## src/rtl/sbox_share_ctrl.sv

```systemverilog
// ============================================================================
// Module      : sbox_share_ctrl
// Description : Time-shares one external combinational S-box between a
//               128-bit SubBytes job and a 32-bit SubWord job, one byte/cycle.
// Revision    : 1.0 - initial release
// ============================================================================
`default_nettype none

module sbox_share_ctrl (
    input  logic         clk,
    input  logic         rst,
    input  logic         st_req,
    input  logic [127:0] st_data,
    output logic         st_ack,
    output logic         st_done,
    output logic [127:0] st_result,
    input  logic         kw_req,
    input  logic [31:0]  kw_data,
    output logic         kw_ack,
    output logic         kw_done,
    output logic [31:0]  kw_result,
    output logic [7:0]   sbox_in,
    input  logic [7:0]   sbox_out,
    output logic         busy
);

    localparam logic [1:0] c_IDLE     = 2'd0;
    localparam logic [1:0] c_RUN_ST   = 2'd1;
    localparam logic [1:0] c_RUN_KW   = 2'd2;
    localparam logic       c_GRANT_KW = 1'b0;
    localparam logic       c_GRANT_ST = 1'b1;
    localparam logic [3:0] c_LAST_ST  = 4'd15;
    localparam logic [3:0] c_LAST_KW  = 4'd3;

    logic [1:0]   r_state;
    logic [1:0]   w_stateNext;
    logic [3:0]   r_byteCnt;
    logic         r_lastGrant;
    logic [127:0] r_src;
    logic [127:0] r_work;

    logic         w_idle;
    logic         w_grantSt;
    logic         w_grantKw;
    logic         w_lastByte;
    logic [6:0]   w_bitIdx;
    logic [7:0]   w_srcByte;
    logic [127:0] w_workNext;

    assign w_idle = (r_state == c_IDLE);

    // Ties go to whoever was not served last; nothing is granted during reset.
    assign w_grantSt = w_idle & ~rst & st_req & (~kw_req | (r_lastGrant == c_GRANT_KW));
    assign w_grantKw = w_idle & ~rst & kw_req & (~st_req | (r_lastGrant == c_GRANT_ST));

    assign st_ack = w_grantSt;
    assign kw_ack = w_grantKw;
    assign busy   = ~w_idle;

    assign w_lastByte = ((r_state == c_RUN_ST) && (r_byteCnt == c_LAST_ST)) ||
                        ((r_state == c_RUN_KW) && (r_byteCnt == c_LAST_KW));

    // Byte k lives at bits [127-8k -: 8]; for a 4-bit k that offset is {~k, 3'b000}.
    assign w_bitIdx = {~r_byteCnt, 3'b000};

    always_comb begin
        w_srcByte             = r_src[w_bitIdx +: 8];
        w_workNext            = r_work;
        w_workNext[w_bitIdx +: 8] = sbox_out;
    end

    assign sbox_in = w_idle ? 8'h00 : w_srcByte;

    always_comb begin
        w_stateNext = r_state;
        case (r_state)
            c_IDLE: begin
                if (w_grantSt) begin
                    w_stateNext = c_RUN_ST;
                end else if (w_grantKw) begin
                    w_stateNext = c_RUN_KW;
                end
            end
            c_RUN_ST, c_RUN_KW: begin
                if (w_lastByte) begin
                    w_stateNext = c_IDLE;
                end
            end
            default: w_stateNext = c_IDLE;
        endcase
    end

    always_ff @(posedge clk) begin
        if (rst) begin
            r_state <= c_IDLE;
        end else begin
            r_state <= w_stateNext;
        end
    end

    always_ff @(posedge clk) begin
        if (rst) begin
            r_lastGrant <= c_GRANT_ST;
        end else if (w_grantSt) begin
            r_lastGrant <= c_GRANT_ST;
        end else if (w_grantKw) begin
            r_lastGrant <= c_GRANT_KW;
        end
    end

    // The word job is parked in the top bytes so both jobs share one byte index.
    always_ff @(posedge clk) begin
        if (rst) begin
            r_src     <= 128'h0;
            r_byteCnt <= 4'd0;
            r_work    <= 128'h0;
        end else if (w_grantSt) begin
            r_src     <= st_data;
            r_byteCnt <= 4'd0;
        end else if (w_grantKw) begin
            r_src     <= {kw_data, 96'h0};
            r_byteCnt <= 4'd0;
        end else if (!w_idle) begin
            r_work    <= w_workNext;
            r_byteCnt <= r_byteCnt + 4'd1;
        end
    end

    always_ff @(posedge clk) begin
        if (rst) begin
            st_done   <= 1'b0;
            kw_done   <= 1'b0;
            st_result <= 128'h0;
            kw_result <= 32'h0;
        end else begin
            st_done <= 1'b0;
            kw_done <= 1'b0;
            if (w_lastByte && (r_state == c_RUN_ST)) begin
                st_done   <= 1'b1;
                st_result <= w_workNext;
            end
            if (w_lastByte && (r_state == c_RUN_KW)) begin
                kw_done   <= 1'b1;
                kw_result <= w_workNext[127:96];
            end
        end
    end

endmodule

`default_nettype wire

```

## config.mk

```make
export PLATFORM = sky130hd
export DESIGN_NAME = sbox_share_ctrl
export DESIGN_NICKNAME = d
export VERILOG_FILES = /design/src/rtl/sbox_share_ctrl.sv
export SDC_FILE = /design/constraint.sdc
export NUM_CORES = 1
export LEC_CHECK = 0
export ABC_CLOCK_PERIOD_IN_PS = 8000
export BUFFER_PORTS_ARGS = -buffer_cell sky130_fd_sc_hd__buf_2
export CAP_MARGIN = 25
export CORE_MARGIN = 2
export CORE_UTILIZATION = 40
export CTS_CLUSTER_SIZE = 28
export DETAILED_ROUTE_END_ITERATION = 6
export PLACE_DENSITY = 0.61
export SLEW_MARGIN = 20
export SYNTH_ARGS = -nofsm -noshare
export SYNTH_HDL_FRONTEND = slang
export SYNTH_SLANG_ARGS = --single-unit
export TNS_END_PERCENT = 100
```

## constraint.sdc

```tcl
create_clock -name clk -period 8 [get_ports clk]
set_clock_uncertainty 0.05 [all_clocks]
set_input_delay 1.6 -clock clk [delete_from_list [all_inputs] [get_ports clk]]
set_output_delay 1.6 -clock clk [all_outputs]
set_load 0.01 [all_outputs]
```

# --- Word level (Yosys, flattened, before mapping) ---
# Cells that the tools add are included.
# W data, S select, Z words.
word_totals:
  ff_bits: 425
  output_inout_bits: 173
  elab_cells: 57
op_classes:
  n_addsub: 2
  eq_ne: 6
  shift: 3
  n_mux: 10
  bitwise: 15
  reduce_logical: 12
op_table:
  columns: ["op", "count"]
  rows:
  - ["$mux W128", 2]
  - ["$bwmux W128", 1]
  - ["$shift A8 B9 Y128 const A", 1]
  - ["$shiftx A128 B8 Y8", 1]
  - ["$shiftx A8 B9 Y128", 1]
  - ["$neg A7 Y9", 1]
  - ["$mux W8", 1]
  - ["$not A1 Y1", 7]
  - ["$mux W2", 3]
  - ["$and A1 B1 Y1", 5]
  - ["$add A4 B1 Y4 const B", 1]
  - ["$eq A4 B2 Y1 const B", 1]
  - ["$eq A4 B4 Y1 const B", 1]
  - ["$logic_and A1 B1 Y1", 4]
  - ["$not A4 Y4", 1]
  - ["$pmux W2 S2", 1]
  - ["$reduce_or A2 Y1", 2]
  - ["$ne A3 B3 Y1 const B", 1]
  - ["$reduce_and A3 Y1", 1]
  - ["$reduce_or A3 Y1", 1]
  - ["$eq A2 B1 Y1 const B", 1]
  - ["$eq A2 B2 Y1 const B", 1]
  - ["$logic_not A2 Y1", 1]
  - ["$mux W1", 2]
  - ["5 further kinds", 6]

# --- Logic depth before layout (Yosys ltp) ---
# Gate-level depths: netlist of run 1.
logic_depth:
  depth_word: 7
  mapped_depth: 13
  depth_no_buf: 7

# --- Least setup slack after synthesis of run 1 ---
# OpenSTA, ideal clock, no wires.
synth_timing:
  kind: "input to output"
  start: "input rst"
  end: "output st_ack"
  t_arrival_ps: 2378
  slack_ps: 3972
  path_stages: 5
  path_buffers: 2
  cell_sequence: "nor2_1 nand3_1 buf_2 inv_2 clkbuf_1"
synth_via:
  elab_chain_cells: 4
synth_rtl:
  columns: ["element", "line", "text"]
  rows:
  - ["start: declaration", "11", "input logic rst,"]
  - ["$not A1 Y1", "53", "assign w_grantSt = w_idle & ~rst & st_req & (~kw_req | (r_lastGrant == c_GRANT_KW));"]
  - ["$and A1 B1 Y1 (3 in a row)", "53", null]
  - ["end: declaration", "14", "output logic st_ack,"]
# Every way passes these cells.

# --- Final worst setup path of run 1 ---
layout_timing:
  start: "input rst"
  end: "output kw_ack"
layout_via:
  elab_chain_cells: 4
layout_rtl:
  columns: ["element", "line", "text"]
  rows:
  - ["$not A1 Y1", "54", "assign w_grantKw = w_idle & ~rst & kw_req & (~st_req | (r_lastGrant == c_GRANT_ST));"]
  - ["$and A1 B1 Y1 (3 in a row)", "54", null]
  - ["end: declaration", "19", "output logic kw_ack,"]
# Every way passes these cells.

==> impl_results.html, run 1 <==
<table>
<tr><th>Metric</th><th>Value</th></tr>
<tr><th colspan="2">Synth</th></tr>
<tr><td>Library cells used by synthesis</td><td>63</td></tr>
<tr><td>Leading cell types by total area after synthesis</td><td>sky130_fd_sc_hd__dfxtp_1 48%, sky130_fd_sc_hd__mux2i_1 9.2%, sky130_fd_sc_hd__nor2_1 5.7%</td></tr>
<tr><td>Cell taking the most area after synthesis</td><td>sky130_fd_sc_hd__dfxtp_1</td></tr>
<tr><td>Ys async rst share</td><td>0%</td></tr>
<tr><td>Share of the synthesized area in the top cell type</td><td>48.12%</td></tr>
<tr><td>Number of enable flip-flop cells after synthesis</td><td>0</td></tr>
<tr><td>Main synth FF type</td><td>sky130_fd_sc_hd__dfxtp_1</td></tr>
<tr><td>Post-synthesis average cell area</td><td>9.326 um2</td></tr>
<tr><td>Count of mapped cells out of synthesis</td><td>1896</td></tr>
<tr><td>Share of synthesized area occupied by flip-flops and latches</td><td>48.12%</td></tr>
<tr><td>Count of state elements after synthesis</td><td>425</td></tr>
<tr><td>Post-Syn Nets</td><td>2075</td></tr>
<tr><td>Area of the mapped netlist</td><td>17680 um2</td></tr>
<tr><td>Total number of yosys warnings</td><td>0</td></tr>
<tr><th colspan="2">Timing</th></tr>
<tr><td>Setup tns final</td><td>0 ns</td></tr>
<tr><td>RSZ-0062 raised after global routing</td><td>no</td></tr>
<tr><td>Hold Vio Cnt, Final</td><td>0</td></tr>
<tr><td>Number of max-slew violations in the final report</td><td>0</td></tr>
<tr><td>Slew at the pin with the worst max-slew slack</td><td>1.040 ns</td></tr>
<tr><td>Final setup vio count</td><td>0</td></tr>
<tr><td>Maximum clock rate</td><td>0.2221 GHz</td></tr>
<tr><td>Max-Slew Margin vs Limit</td><td>30.70%</td></tr>
<tr><td>Min Clock Period, post-route</td><td>4.503 ns</td></tr>
<tr><td>Final critical-path share of the clock period</td><td>56.29%</td></tr>
<tr><th colspan="2">Clock network</th></tr>
<tr><td>Cell at the root of the clock tree</td><td>sky130_fd_sc_hd__clkbuf_16</td></tr>
<tr><td>Number of buffers inserted by post-CTS setup repair</td><td>0</td></tr>
<tr><td>CTS tree</td><td>built</td></tr>
<tr><td>CTS max path bufs</td><td>3</td></tr>
<tr><td>Count of hold-fix buffers inserted at cts</td><td>0</td></tr>
<tr><td>TritonCTS Sinks</td><td>425</td></tr>
<tr><td>Clock transition at the registers of the reported paths</td><td>0.06 ns</td></tr>
<tr><td>Total of cells resized after clock tree synthesis</td><td>0</td></tr>
<tr><td>Total clock buffers created by CTS</td><td>45</td></tr>
<tr><td>H-tree level count</td><td>2</td></tr>
<tr><td>Clock latency at the later pin of the worst-skew pair</td><td>0.56 ns</td></tr>
<tr><th colspan="2">Global routing</th></tr>
<tr><td>Met3 track demand over resource in global routing</td><td>5.319%</td></tr>
<tr><td>Initial antenna violation count</td><td>8</td></tr>
<tr><td>Largest net degree at the start of global routing</td><td>147</td></tr>
<tr><td>Met2 usage</td><td>35.89%</td></tr>
<tr><td>Global-route wire length before repair</td><td>78730 um</td></tr>
<tr><td>Fraction of met1 tracks used by global routing</td><td>27.04%</td></tr>
<tr><td>Vias in the first global route</td><td>14180</td></tr>
<tr><td>Total grt overflow</td><td>0</td></tr>
<tr><td>Overall routing resource usage</td><td>21.33%</td></tr>
<tr><td>Highest-utilization routing layer at the global route stage</td><td>met2</td></tr>
<tr><th colspan="2">Route</th></tr>
<tr><td>Vias per Instance</td><td>5.268</td></tr>
<tr><td>ANT nets after route</td><td>0</td></tr>
<tr><td>Total iterations of the first detailed-routing run</td><td>5</td></tr>
<tr><td>Final wirelength</td><td>50130 um</td></tr>
<tr><td>Detailed-route wire length per cell</td><td>18.11 um</td></tr>
<tr><td>Routed vias</td><td>14580</td></tr>
<tr><td>1st-iter DRT viols</td><td>1040</td></tr>
<tr><td>Post-route DRC</td><td>0</td></tr>
<tr><th colspan="2">Setup path</th></tr>
<tr><td>Cell-by-cell trace of the critical path</td><td>buf_8, nor2_1, nand3_1, inv_1, buf_2</td></tr>
<tr><td>Worst path bufs/invs</td><td>3</td></tr>
<tr><td>Peak fanout along the critical path</td><td>146</td></tr>
<tr><td>Slowest-stage cell, CP</td><td>sky130_fd_sc_hd__buf_8</td></tr>
<tr><td>Path length in cells of the critical path</td><td>5</td></tr>
<tr><td>WS Path Type</td><td>input port to output pin</td></tr>
<tr><td>Worst Reg-to-Reg Cells</td><td>8</td></tr>
<tr><td>Arrival time at the worst endpoint</td><td>2.85 ns</td></tr>
<tr><td>Category of the worst setup path launch point</td><td>input port</td></tr>
<tr><td>Cell class contributing the biggest share of worst-path delay</td><td>buffers and inverters</td></tr>
<tr><td>Required time worst endpoint</td><td>6.35 ns</td></tr>
<tr><td>Critical Path Max Stage Delay</td><td>0.54 ns</td></tr>
<tr><td>Kind of end point of the critical path</td><td>output pin</td></tr>
<tr><th colspan="2">Cells and area</th></tr>
<tr><td>Synth-to-layout area growth</td><td>19.03%</td></tr>
<tr><td>Final-stage net count</td><td>2321</td></tr>
<tr><td>Fraction of final layout cells sized beyond drive strength 1</td><td>23.33%</td></tr>
<tr><td>Most frequent cells in the layout</td><td>422 x sky130_fd_sc_hd__dfxtp_1, 343 x sky130_fd_sc_hd__buf_2, 269 x sky130_fd_sc_hd__nor2_1</td></tr>
<tr><td>Post-route cell area</td><td>21050 um2</td></tr>
<tr><td>Most frequent standard cell in the layout excluding fill and tap cells</td><td>sky130_fd_sc_hd__dfxtp_1</td></tr>
<tr><th colspan="2">Run status</th></tr>
<tr><td>Result of the run</td><td>finished, final reports clean</td></tr>
<tr><th colspan="2">Die</th></tr>
<tr><td>Effective utilization at floorplan</td><td>40.25%</td></tr>
<tr><td>Top-level I/O count</td><td>345</td></tr>
<tr><td>Die H</td><td>214.3 um</td></tr>
<tr><td>Placement Rows</td><td>77</td></tr>
<tr><td>Die footprint</td><td>45900 um2</td></tr>
<tr><td>Die W</td><td>214.3 um</td></tr>
<tr><td>Total core area</td><td>43930 um2</td></tr>
<tr><th colspan="2">Placement</th></tr>
<tr><td>Buffers added on ports</td><td>344</td></tr>
<tr><td>DP Wirelength</td><td>33820 um</td></tr>
<tr><td>GP Congestion</td><td>0.7886</td></tr>
<tr><td>Placed inst area</td><td>19580 um2</td></tr>
<tr><th colspan="2">Power and ir drop</th></tr>
<tr><td>Power density over the cells</td><td>259.9 nW/um2</td></tr>
<tr><td>Peak supply drop</td><td>0.2319 mV</td></tr>
<tr><td>Leakage</td><td>8.726 nW</td></tr>
<tr><td>Total design power</td><td>5.471 mW</td></tr>
<tr><th colspan="2">Flow run</th></tr>
<tr><td>Maxcap violations</td><td>0</td></tr>
<tr><th colspan="2">Min path</th></tr>
<tr><td>Worst hold stages</td><td>2</td></tr>
<tr><td>Worst min-delay path category</td><td>flop to flop</td></tr>
</table>
==> synth_stat cells, drive strengths merged, types with 3 or more instances <==
cell type / count
a211oi: 50
o211ai: 14
and3: 23
nand2b: 6
and2: 22
nor2: 271
nand2: 152
a21oi: 114
nand3b: 48
or2: 8
nand3: 42
mux2i: 163
inv: 24
xnor2: 3
ha: 7
mux2: 22
clkbuf: 87
o21ai: 64
nand4: 3
buf: 76
a311oi: 16
nor3b: 11
a31oi: 9
dfxtp: 425
a221oi: 15
a32oi: 3
a22o: 96
nor2b: 18
mux4: 16
nor3: 73
==> sequential cells by signal, summed over array words and instances (netlist names) <==
register     flops
r_byteCnt        4
r_lastGrant      1
st_done          1
r_work         128
kw_result       32
r_state          2
r_src          128
kw_done          1
st_result      128
==> worst reg2reg max path: stages, from the launching register on <==
cell                      delay (ns)
sky130_fd_sc_hd__dfxtp_4        0.62
sky130_fd_sc_hd__buf_4          0.59
sky130_fd_sc_hd__inv_1          0.16
sky130_fd_sc_hd__ha_1           0.35
sky130_fd_sc_hd__and3_1         0.22
sky130_fd_sc_hd__a32oi_2        0.80
sky130_fd_sc_hd__nor2_1         0.34
sky130_fd_sc_hd__nand3_1        0.21
sky130_fd_sc_hd__a21oi_1        0.08
==> cell type report <==
cell class | instances | area, um2
fill | 4310 | 22890
clock buffer | 70 | 1360
inverter | 24 | 90.09
multi-input combinational | 1284 | 8374
clock inverter | 8 | 76.32
timing repair buffer | 362 | 1883
sequential | 425 | 8514
antenna | 3 | 7.507
tap | 592 | 740.7
==> layer usage <==
metal	vias to the layer above	wire length, um
met4	8	1303
met5	-	54
met2	386	23740
met3	72	3110
met1	6931	21920
li1	7185	-
==> cell families after synthesis <==
logic type / Yosys count / synth area share [%]
buf+inv: 187 / 4.783
compound gates: 389 / 15.38
fa+ha+maj: 7 / 0.4953
xor+xnor: 4 / 0.2406
flops: 425 / 48.12
mux: 201 / 12.67
simple gates: 683 / 18.31
==> final timing paths <==
kind	start	end	slack (ns)
setup / recovery	rst	kw_ack	3.50
hold / removal	st_result[14]$_SDFFE_PP0P_	st_result[14]$_SDFFE_PP0P_	0.40
setup reg to reg	r_byteCnt[0]$_SDFFE_PP0P_	r_work[56]$_SDFFE_PP0P_	4.41
hold reg to reg	st_result[14]$_SDFFE_PP0P_	st_result[14]$_SDFFE_PP0P_	0.40
==> where the power goes <==
| group | leakage [nW] | internal [mW] | switching [mW] |
|---|---|---|---|
| sequential | 3.45 | 2.30 | 0.139 |
| clock | 0.707 | 1.20 | 0.843 |
| combinational | 4.57 | 0.382 | 0.611 |
==> metrics by stage <==
stage / hold slack, ns / std cells / setup slack (ns) / util [%]
floorplan: 0.3812 / 1896 / 3.972 / -
global placement: 0.3903 / 2685 / 3.519 / 44.54
detailed placement: 0.3940 / 2686 / 3.478 / 44.57
CTS: 0.4040 / 2764 / 3.473 / 47.84
global route: 0.4215 / 2765 / 3.311 / 47.89
finish: 0.3988 / 2768 / 3.497 / 47.91
(Power assumes the default switching activity.)
==> inputs of run 2 (changes only) <==
ABC_CLOCK_PERIOD_IN_PS = 4500   (was 8000)
clock period = 4.5 ns   (was 8 ns; I/O delays follow)
==> run 2 against run 1 <==
Compared with the run above:
- first-iteration DRC count is 5.5% lower
- worst hold slack gained 0.0016 ns
- clock power is 84% higher
- sequential power is 79% higher
- global-route usage barely moved
- non-clock buffer count increased by 5
- utilization rose by 0.21 points
- cell count up 0.29%
- clock-buffer cell count grew 2
- worst setup slack got worse by 2.9 ns
- die area unchanged
- combinational power up 76%
==> impl_results.html, run 2 (synthesized netlist as in run 1, its figures left out) <==
<table>
<tr><th>Metric</th><th>Value</th></tr>
<tr><th colspan="2">Setup path</th></tr>
<tr><td>WS Path Type</td><td>flop to output pin</td></tr>
<tr><td>R2R setup slack</td><td>1.17 ns (-3.24 ns)</td></tr>
<tr><td>Worst Reg-to-Reg Cells</td><td>6 (-2)</td></tr>
<tr><td>Reg-to-Reg Start</td><td>r_byteCnt[0]$_SDFFE_PP0P_</td></tr>
<tr><td>Worst flop-to-flop path endpoint</td><td>r_work[121]$_SDFFE_PP0P_</td></tr>
<tr><td>Required time worst endpoint</td><td>3.55 ns (-2.80 ns)</td></tr>
<tr><td>Arrival time at the worst endpoint</td><td>2.92 ns (+0.07 ns)</td></tr>
<tr><td>Critical path startpoint</td><td>r_byteCnt[0]$_SDFFE_PP0P_</td></tr>
<tr><td>Category of the worst setup path launch point</td><td>flop</td></tr>
<tr><td>Critical path capture point</td><td>sbox_in[3]</td></tr>
<tr><td>Peak fanout along the critical path</td><td>42 (-71%)</td></tr>
<tr><td>Kind of end point of the critical path</td><td>output pin</td></tr>
<tr><th colspan="2">Global routing</th></tr>
<tr><td>Initial antenna violation count</td><td>3 (-5)</td></tr>
<tr><td>Vias in the first global route</td><td>14140 (-0.30%)</td></tr>
<tr><td>Global-route wire length before repair</td><td>78830 um (+0.12%)</td></tr>
<tr><td>Total grt overflow</td><td>0 (unchanged)</td></tr>
<tr><td>Largest net degree at the start of global routing</td><td>125 (-15%)</td></tr>
<tr><td>Overall routing resource usage</td><td>21.35% (about the same)</td></tr>
<tr><th colspan="2">Timing</th></tr>
<tr><td>Min Clock Period, post-route</td><td>3.873 ns</td></tr>
<tr><td>Final critical-path share of the clock period</td><td>86.08%</td></tr>
<tr><td>Number of max-slew violations in the final report</td><td>0 (unchanged)</td></tr>
<tr><td>Max-Slew Margin vs Limit</td><td>32.67% (+2.0 points)</td></tr>
<tr><td>Slew at the pin with the worst max-slew slack</td><td>1.010 ns (-0.02965 ns)</td></tr>
<tr><td>Setup tns final</td><td>0 ns (unchanged)</td></tr>
<tr><td>Final setup vio count</td><td>0 (unchanged)</td></tr>
<tr><td>RSZ-0062 raised after global routing</td><td>no</td></tr>
<tr><td>Hold Vio Cnt, Final</td><td>0 (unchanged)</td></tr>
<tr><td>Maximum clock rate</td><td>0.2582 GHz</td></tr>
<tr><th colspan="2">Run status</th></tr>
<tr><td>Result of the run</td><td>finished, final reports clean</td></tr>
<tr><th colspan="2">Route</th></tr>
<tr><td>ANT nets after route</td><td>0 (unchanged)</td></tr>
<tr><td>Routed vias</td><td>14670 (+0.58%)</td></tr>
<tr><td>Post-route DRC</td><td>0 (unchanged)</td></tr>
<tr><td>Detailed-route wire length per cell</td><td>18.15 um (+0.21%)</td></tr>
<tr><td>Total iterations of the first detailed-routing run</td><td>5 (unchanged)</td></tr>
<tr><td>1st-iter DRT viols</td><td>983 (-5.5%)</td></tr>
<tr><td>Vias per Instance</td><td>5.283 (+0.29%)</td></tr>
<tr><td>Final wirelength</td><td>50380 um (+0.50%)</td></tr>
<tr><th colspan="2">Placement</th></tr>
<tr><td>GP Congestion</td><td>0.7725 (-2.0%)</td></tr>
<tr><td>DP Wirelength</td><td>34310 um (+1.5%)</td></tr>
<tr><td>Buffers added on ports</td><td>344 (unchanged)</td></tr>
<tr><th colspan="2">Clock network</th></tr>
<tr><td>Count of hold-fix buffers inserted at cts</td><td>0 (unchanged)</td></tr>
<tr><td>Clock transition at the registers of the reported paths</td><td>0.06 ns (about the same)</td></tr>
<tr><td>Total clock buffers created by CTS</td><td>46 (+2.2%)</td></tr>
<tr><td>CTS tree</td><td>built</td></tr>
<tr><td>TritonCTS Sinks</td><td>425 (unchanged)</td></tr>
<tr><td>Number of buffers inserted by post-CTS setup repair</td><td>0 (unchanged)</td></tr>
<tr><td>CTS max path bufs</td><td>3 (unchanged)</td></tr>
<tr><td>Total of cells resized after clock tree synthesis</td><td>0 (unchanged)</td></tr>
<tr><td>H-tree level count</td><td>2 (unchanged)</td></tr>
<tr><td>Clock latency at the later pin of the worst-skew pair</td><td>0.57 ns (about the same)</td></tr>
<tr><td>Cell at the root of the clock tree</td><td>sky130_fd_sc_hd__clkbuf_16</td></tr>
<tr><th colspan="2">Die</th></tr>
<tr><td>Top-level I/O count</td><td>345 (unchanged)</td></tr>
<tr><td>Total core area</td><td>43930 um2 (unchanged)</td></tr>
<tr><td>Die W</td><td>214.3 um (unchanged)</td></tr>
<tr><td>Die H</td><td>214.3 um (unchanged)</td></tr>
<tr><td>Die footprint</td><td>45900 um2 (unchanged)</td></tr>
<tr><td>Placement Rows</td><td>77 (unchanged)</td></tr>
<tr><td>Effective utilization at floorplan</td><td>40.25% (unchanged)</td></tr>
<tr><th colspan="2">Flow run</th></tr>
<tr><td>Maxcap violations</td><td>0 (unchanged)</td></tr>
<tr><th colspan="2">Cells and area</th></tr>
<tr><td>Fraction of final layout cells sized beyond drive strength 1</td><td>23.29% (-0.040 points)</td></tr>
<tr><td>Synth-to-layout area growth</td><td>19.54%</td></tr>
<tr><td>Most frequent standard cell in the layout excluding fill and tap cells</td><td>sky130_fd_sc_hd__dfxtp_1</td></tr>
<tr><td>Most frequent cells in the layout</td><td>422 x sky130_fd_sc_hd__dfxtp_1, 343 x sky130_fd_sc_hd__buf_2, 269 x sky130_fd_sc_hd__nor2_1</td></tr>
<tr><td>Leading registers by flop count</td><td>r_src (128), r_work (128), st_result (128)</td></tr>
<tr><td>Final-stage net count</td><td>2327 (+0.26%)</td></tr>
<tr><th colspan="2">Min path</th></tr>
<tr><td>Worst min-delay path category</td><td>flop to flop</td></tr>
<tr><th colspan="2">Power and ir drop</th></tr>
<tr><td>Power density over the cells</td><td>466.7 nW/um2 (+80%)</td></tr>
<tr><td>Leakage</td><td>8.768 nW (+0.48%)</td></tr>
<tr><td>Peak supply drop</td><td>0.3136 mV (+35%)</td></tr>
<tr><td>Total design power</td><td>9.865 mW (+80%)</td></tr>
</table>
## run 2: cell types whose count changed in the layout (fill, tap and decap cells not counted)
cell	previous run	this run
sky130_fd_sc_hd__nor2b_2	1	0
sky130_fd_sc_hd__inv_4	1	0
sky130_fd_sc_hd__buf_4	16	21
sky130_fd_sc_hd__clkbuf_8	14	7
sky130_fd_sc_hd__nor2b_1	16	17
sky130_fd_sc_hd__clkbuf_16	45	48
sky130_fd_sc_hd__bufinv_16	1	3
sky130_fd_sc_hd__clkbuf_1	11	17
## run 2: worst min path at each step
stage                                           from                    endpoint  slack (ns)  cells past startpoint
after floorplan              r_work[10]$_SDFFE_PP0P_  st_result[10]$_SDFFE_PP0P_        0.38                      2
after global placement       r_work[12]$_SDFFE_PP0P_  st_result[12]$_SDFFE_PP0P_        0.39                      2
after detailed placement      r_work[8]$_SDFFE_PP0P_   st_result[8]$_SDFFE_PP0P_        0.39                      2
after CTS                    r_work[84]$_SDFFE_PP0P_  st_result[84]$_SDFFE_PP0P_        0.40                      2
after global routing         r_work[84]$_SDFFE_PP0P_  st_result[84]$_SDFFE_PP0P_        0.42                      2
final                     st_result[11]$_SDFFE_PP0P_  st_result[11]$_SDFFE_PP0P_        0.40                      2
## run 2: power breakdown
group | internal (mW) | switching [mW]
Clock | 2.24 | 1.51
Sequential | 4.09 | 0.276
Combinational | 0.686 | 1.06
## run 2: through the flow
step                cell area [um2]  hold WS [ns]  utilization, %  setup slack, ns  instances
global route                  21130        0.4156           48.09           0.4729       2773
CTS                           21130        0.4033           48.09           0.5876       2773
global placement              19630        0.3901           44.67            1.239       2691
detailed placement            19640        0.3946           44.70            1.116       2692
finish                        21140        0.4004           48.11           0.6266       2776
floorplan                     17680        0.3812               -            1.717       1896
## run 2: final cells by class
cell class | count | area, um2
fillers | 4263 | 22800
flip-flops and latches | 425 | 8514
multi-input cells | 1284 | 8372
repair buffers | 367 | 1921
clock buffers | 72 | 1361
well taps | 592 | 740.7
clock inverters | 9 | 130.1
inverters | 24 | 90.09
diodes | 3 | 7.507
## run 2: layer usage
metal | GRT usage, % | up-vias | routed length [um]
met5 | 0 | - | 21
met4 | 6.134 | 4 | 1153
met3 | 5.504 | 75 | 3349
met2 | 35.70 | 433 | 23830
met1 | 27.20 | 6938 | 22030
li1 | - | 7216 | -
## run 2: critical path, stage by stage (launching register included)
cell	delay [ns]
sky130_fd_sc_hd__dfxtp_4	0.79
sky130_fd_sc_hd__buf_4	0.45
sky130_fd_sc_hd__mux2_2	0.37
sky130_fd_sc_hd__nand2_1	0.08
sky130_fd_sc_hd__nand2_1	0.05
sky130_fd_sc_hd__o211ai_1	0.19
sky130_fd_sc_hd__o21ai_0	0.18
sky130_fd_sc_hd__buf_2	0.18
==> inputs of run 3 (changes only) <==
ABC_CLOCK_PERIOD_IN_PS = 4170   (was 4500)
clock period = 4.17 ns   (was 4.5 ns; I/O delays follow)
==> run 3 against run 2 <==
Compared with the run above:
- combinational power up 8%
- register-to-register slack worse by 0.30 ns
- critical endpoint is now sbox_in[0]
- highest routed layer unchanged
- die area unchanged
==> impl_results.html, run 3 (synthesized netlist as in run 1, its figures left out) <==
<table>
<tr><th>Metric</th><th>Value</th></tr>
<tr><th colspan="2">Run status</th></tr>
<tr><td>Result of the run</td><td>finished, final reports clean</td></tr>
<tr><th colspan="2">Global routing</th></tr>
<tr><td>Highest-utilization routing layer at the global route stage</td><td>met2</td></tr>
<tr><td>Overall routing resource usage</td><td>21.39% (+0.042 points)</td></tr>
<tr><td>Vias in the first global route</td><td>14040 (-0.65%)</td></tr>
<tr><td>Met3 track demand over resource in global routing</td><td>5.291% (-0.21 points)</td></tr>
<tr><td>Largest net degree at the start of global routing</td><td>140 (+12%)</td></tr>
<tr><td>Total grt overflow</td><td>0 (unchanged)</td></tr>
<tr><td>Met2 usage</td><td>36.04% (+0.34 points)</td></tr>
<tr><td>Fraction of met1 tracks used by global routing</td><td>27.04% (-0.15 points)</td></tr>
<tr><td>Global-route wire length before repair</td><td>78720 um (-0.13%)</td></tr>
<tr><td>Initial antenna violation count</td><td>7 (+4)</td></tr>
<tr><th colspan="2">Cells and area</th></tr>
<tr><td>Number of inserted filler cells in the final layout</td><td>4215 (-1.1%)</td></tr>
<tr><td>Total area of sequential cells</td><td>8514 um2 (unchanged)</td></tr>
<tr><td>Most frequent cells in the layout</td><td>422 x sky130_fd_sc_hd__dfxtp_1, 343 x sky130_fd_sc_hd__buf_2, 269 x sky130_fd_sc_hd__nor2_1</td></tr>
<tr><td>Most frequent standard cell in the layout excluding fill and tap cells</td><td>sky130_fd_sc_hd__dfxtp_1</td></tr>
<tr><td>Final-stage net count</td><td>2327 (unchanged)</td></tr>
<tr><td>Post-route insts no fill</td><td>2780 (+0.14%)</td></tr>
<tr><td>Fraction of final layout cells sized beyond drive strength 1</td><td>23.67% (+0.38 points)</td></tr>
<tr><td>Footprint of the multi-input gates</td><td>8374 um2 (about the same)</td></tr>
<tr><td>Synth-to-layout area growth</td><td>20.51%</td></tr>
<tr><td>Post-route cell area</td><td>21310 um2 (+0.82%)</td></tr>
<tr><td>Leading registers by flop count</td><td>r_src (128), r_work (128), st_result (128)</td></tr>
<tr><th colspan="2">Route</th></tr>
<tr><td>Total iterations of the first detailed-routing run</td><td>6 (+1)</td></tr>
<tr><td>1st-iter DRT viols</td><td>989 (+0.61%)</td></tr>
<tr><td>Routed vias</td><td>14670 (+0.034%)</td></tr>
<tr><td>Final wirelength</td><td>50540 um (+0.33%)</td></tr>
<tr><td>Vias per Instance</td><td>5.277 (-0.11%)</td></tr>
<tr><td>Post-route DRC</td><td>0 (unchanged)</td></tr>
<tr><td>ANT nets after route</td><td>0 (unchanged)</td></tr>
<tr><td>Detailed-route wire length per cell</td><td>18.18 um (+0.18%)</td></tr>
<tr><th colspan="2">Clock network</th></tr>
<tr><td>CTS tree</td><td>built</td></tr>
<tr><td>CTS max path bufs</td><td>3 (unchanged)</td></tr>
<tr><td>Count of hold-fix buffers inserted at cts</td><td>0 (unchanged)</td></tr>
<tr><td>Number of buffers inserted by post-CTS setup repair</td><td>0 (unchanged)</td></tr>
<tr><td>Total of cells resized after clock tree synthesis</td><td>0 (unchanged)</td></tr>
<tr><td>H-tree level count</td><td>2 (unchanged)</td></tr>
<tr><td>Total clock buffers created by CTS</td><td>47 (+2.2%)</td></tr>
<tr><td>Clock latency at the later pin of the worst-skew pair</td><td>0.59 ns (+0.02 ns)</td></tr>
<tr><td>Cell at the root of the clock tree</td><td>sky130_fd_sc_hd__clkbuf_16</td></tr>
<tr><td>TritonCTS Sinks</td><td>425 (unchanged)</td></tr>
<tr><td>Clock transition at the registers of the reported paths</td><td>0.06 ns (about the same)</td></tr>
<tr><th colspan="2">Timing</th></tr>
<tr><td>Maximum clock rate</td><td>0.2693 GHz</td></tr>
<tr><td>Final-layout worst hold slack</td><td>0.3972 ns (-0.003127 ns)</td></tr>
<tr><td>Final setup vio count</td><td>0 (unchanged)</td></tr>
<tr><td>RSZ-0062 raised after global routing</td><td>no</td></tr>
<tr><td>Final critical-path share of the clock period</td><td>89.05%</td></tr>
<tr><td>Max-Slew Margin vs Limit</td><td>31.76% (-0.92 points)</td></tr>
<tr><td>Min Clock Period, post-route</td><td>3.714 ns</td></tr>
<tr><td>Hold Vio Cnt, Final</td><td>0 (unchanged)</td></tr>
<tr><td>Number of max-slew violations in the final report</td><td>0 (unchanged)</td></tr>
<tr><td>Slew at the pin with the worst max-slew slack</td><td>1.024 ns (+0.01375 ns)</td></tr>
<tr><td>Setup tns final</td><td>0 ns (unchanged)</td></tr>
<tr><th colspan="2">Placement</th></tr>
<tr><td>Buffers added on ports</td><td>344 (unchanged)</td></tr>
<tr><td>Placed inst area</td><td>19640 um2 (about the same)</td></tr>
<tr><td>GP Congestion</td><td>0.7923 (+2.6%)</td></tr>
<tr><td>Total instance count after detailed placement</td><td>2689 (-0.11%)</td></tr>
<tr><td>DP Wirelength</td><td>34330 um (about the same)</td></tr>
<tr><th colspan="2">Min path</th></tr>
<tr><td>Worst min-delay path category</td><td>flop to flop</td></tr>
<tr><td>Worst hold stages</td><td>2 (unchanged)</td></tr>
<tr><th colspan="2">Die</th></tr>
<tr><td>Effective utilization at floorplan</td><td>40.25% (unchanged)</td></tr>
<tr><td>Die H</td><td>214.3 um (unchanged)</td></tr>
<tr><td>Total core area</td><td>43930 um2 (unchanged)</td></tr>
<tr><td>Placement Rows</td><td>77 (unchanged)</td></tr>
<tr><td>Die W</td><td>214.3 um (unchanged)</td></tr>
<tr><td>Die footprint</td><td>45900 um2 (unchanged)</td></tr>
<tr><td>Top-level I/O count</td><td>345 (unchanged)</td></tr>
<tr><th colspan="2">Power and ir drop</th></tr>
<tr><td>Peak supply drop</td><td>0.2875 mV (-8.3%)</td></tr>
<tr><td>Total design power</td><td>10.85 mW (+10%)</td></tr>
<tr><td>Power density over the cells</td><td>509.2 nW/um2 (+9.1%)</td></tr>
<tr><td>Leakage</td><td>8.839 nW (+0.81%)</td></tr>
<tr><th colspan="2">Setup path</th></tr>
<tr><td>Category of the worst setup path launch point</td><td>flop</td></tr>
<tr><td>Worst Reg-to-Reg Cells</td><td>6 (unchanged)</td></tr>
<tr><td>Arrival time at the worst endpoint</td><td>2.83 ns (-0.09 ns)</td></tr>
<tr><td>WS Path Type</td><td>flop to output pin</td></tr>
<tr><td>Kind of end point of the critical path</td><td>output pin</td></tr>
<tr><td>Required time worst endpoint</td><td>3.29 ns (-0.26 ns)</td></tr>
<tr><td>Peak fanout along the critical path</td><td>42 (unchanged)</td></tr>
<tr><th colspan="2">Flow run</th></tr>
<tr><td>Maxcap violations</td><td>0 (unchanged)</td></tr>
</table>
## run 3: cell count changes in the layout (fill, tap and decap cells not counted), moves of 2 or more
cell	change
sky130_fd_sc_hd__buf_12	+2
sky130_fd_sc_hd__buf_16	+2
sky130_fd_sc_hd__buf_4	-4
sky130_fd_sc_hd__clkbuf_1	-5
sky130_fd_sc_hd__clkbuf_8	+8
sky130_fd_sc_hd__clkinv_2	-2
sky130_fd_sc_hd__clkinv_8	+2
## run 3: power by group
group	switching, mW	leakage [nW]	internal, mW
Clock	1.70	0.780	2.55
Sequential	0.301	3.45	4.41
Combinational	1.15	4.61	0.749
## run 3: stage by stage
stage / util, % / setup WS (ns)
final: 48.50 / 0.4565
after global routing: 48.49 / 0.2818
after CTS: 48.35 / 0.4044
after detailed placement: 44.70 / 0.8077
after global placement: 44.70 / 0.9405
after floorplan: - / 1.387
## run 3: layout make-up
class	count	share of cell area (%)
Clock inverter	11	0.8338
Antenna cell	4	0.04697
Multi-Input combinational cell	1284	39.30
Tap cell	592	3.476
Clock buffer	74	6.700
Sequential cell	425	39.96
Inverter	24	0.4228
Timing Repair Buffer	366	9.265
## run 3: layer usage
layer / wire, um / vias to the layer above
met3: 3294 / 78
li1: - / 7208
met1: 21920 / 6964
met4: 1280 / 8
met5: 38 / -
met2: 24010 / 413
## run 3: worst paths after layout
| check | slack, ns | startpoint | to |
|---|---|---|---|
| setup / recovery | 0.46 | r_byteCnt[0]$_SDFFE_PP0P_ | sbox_in[0] |
| hold / removal | 0.40 | r_work[33]$_SDFFE_PP0P_ | st_result[33]$_SDFFE_PP0P_ |
| setup reg to reg | 0.87 | r_byteCnt[0]$_SDFFE_PP0P_ | r_work[57]$_SDFFE_PP0P_ |
| hold reg to reg | 0.40 | r_work[33]$_SDFFE_PP0P_ | st_result[33]$_SDFFE_PP0P_ |
## run 3: critical path: stages, from the launching register on
cell and delay [ns]:
sky130_fd_sc_hd__dfxtp_4 0.78, sky130_fd_sc_hd__buf_4 0.46, sky130_fd_sc_hd__mux2_2 0.38, sky130_fd_sc_hd__nand2_1 0.08, sky130_fd_sc_hd__nand2_1 0.06, sky130_fd_sc_hd__o211ai_1 0.14, sky130_fd_sc_hd__o21ai_0 0.15, sky130_fd_sc_hd__buf_2 0.18
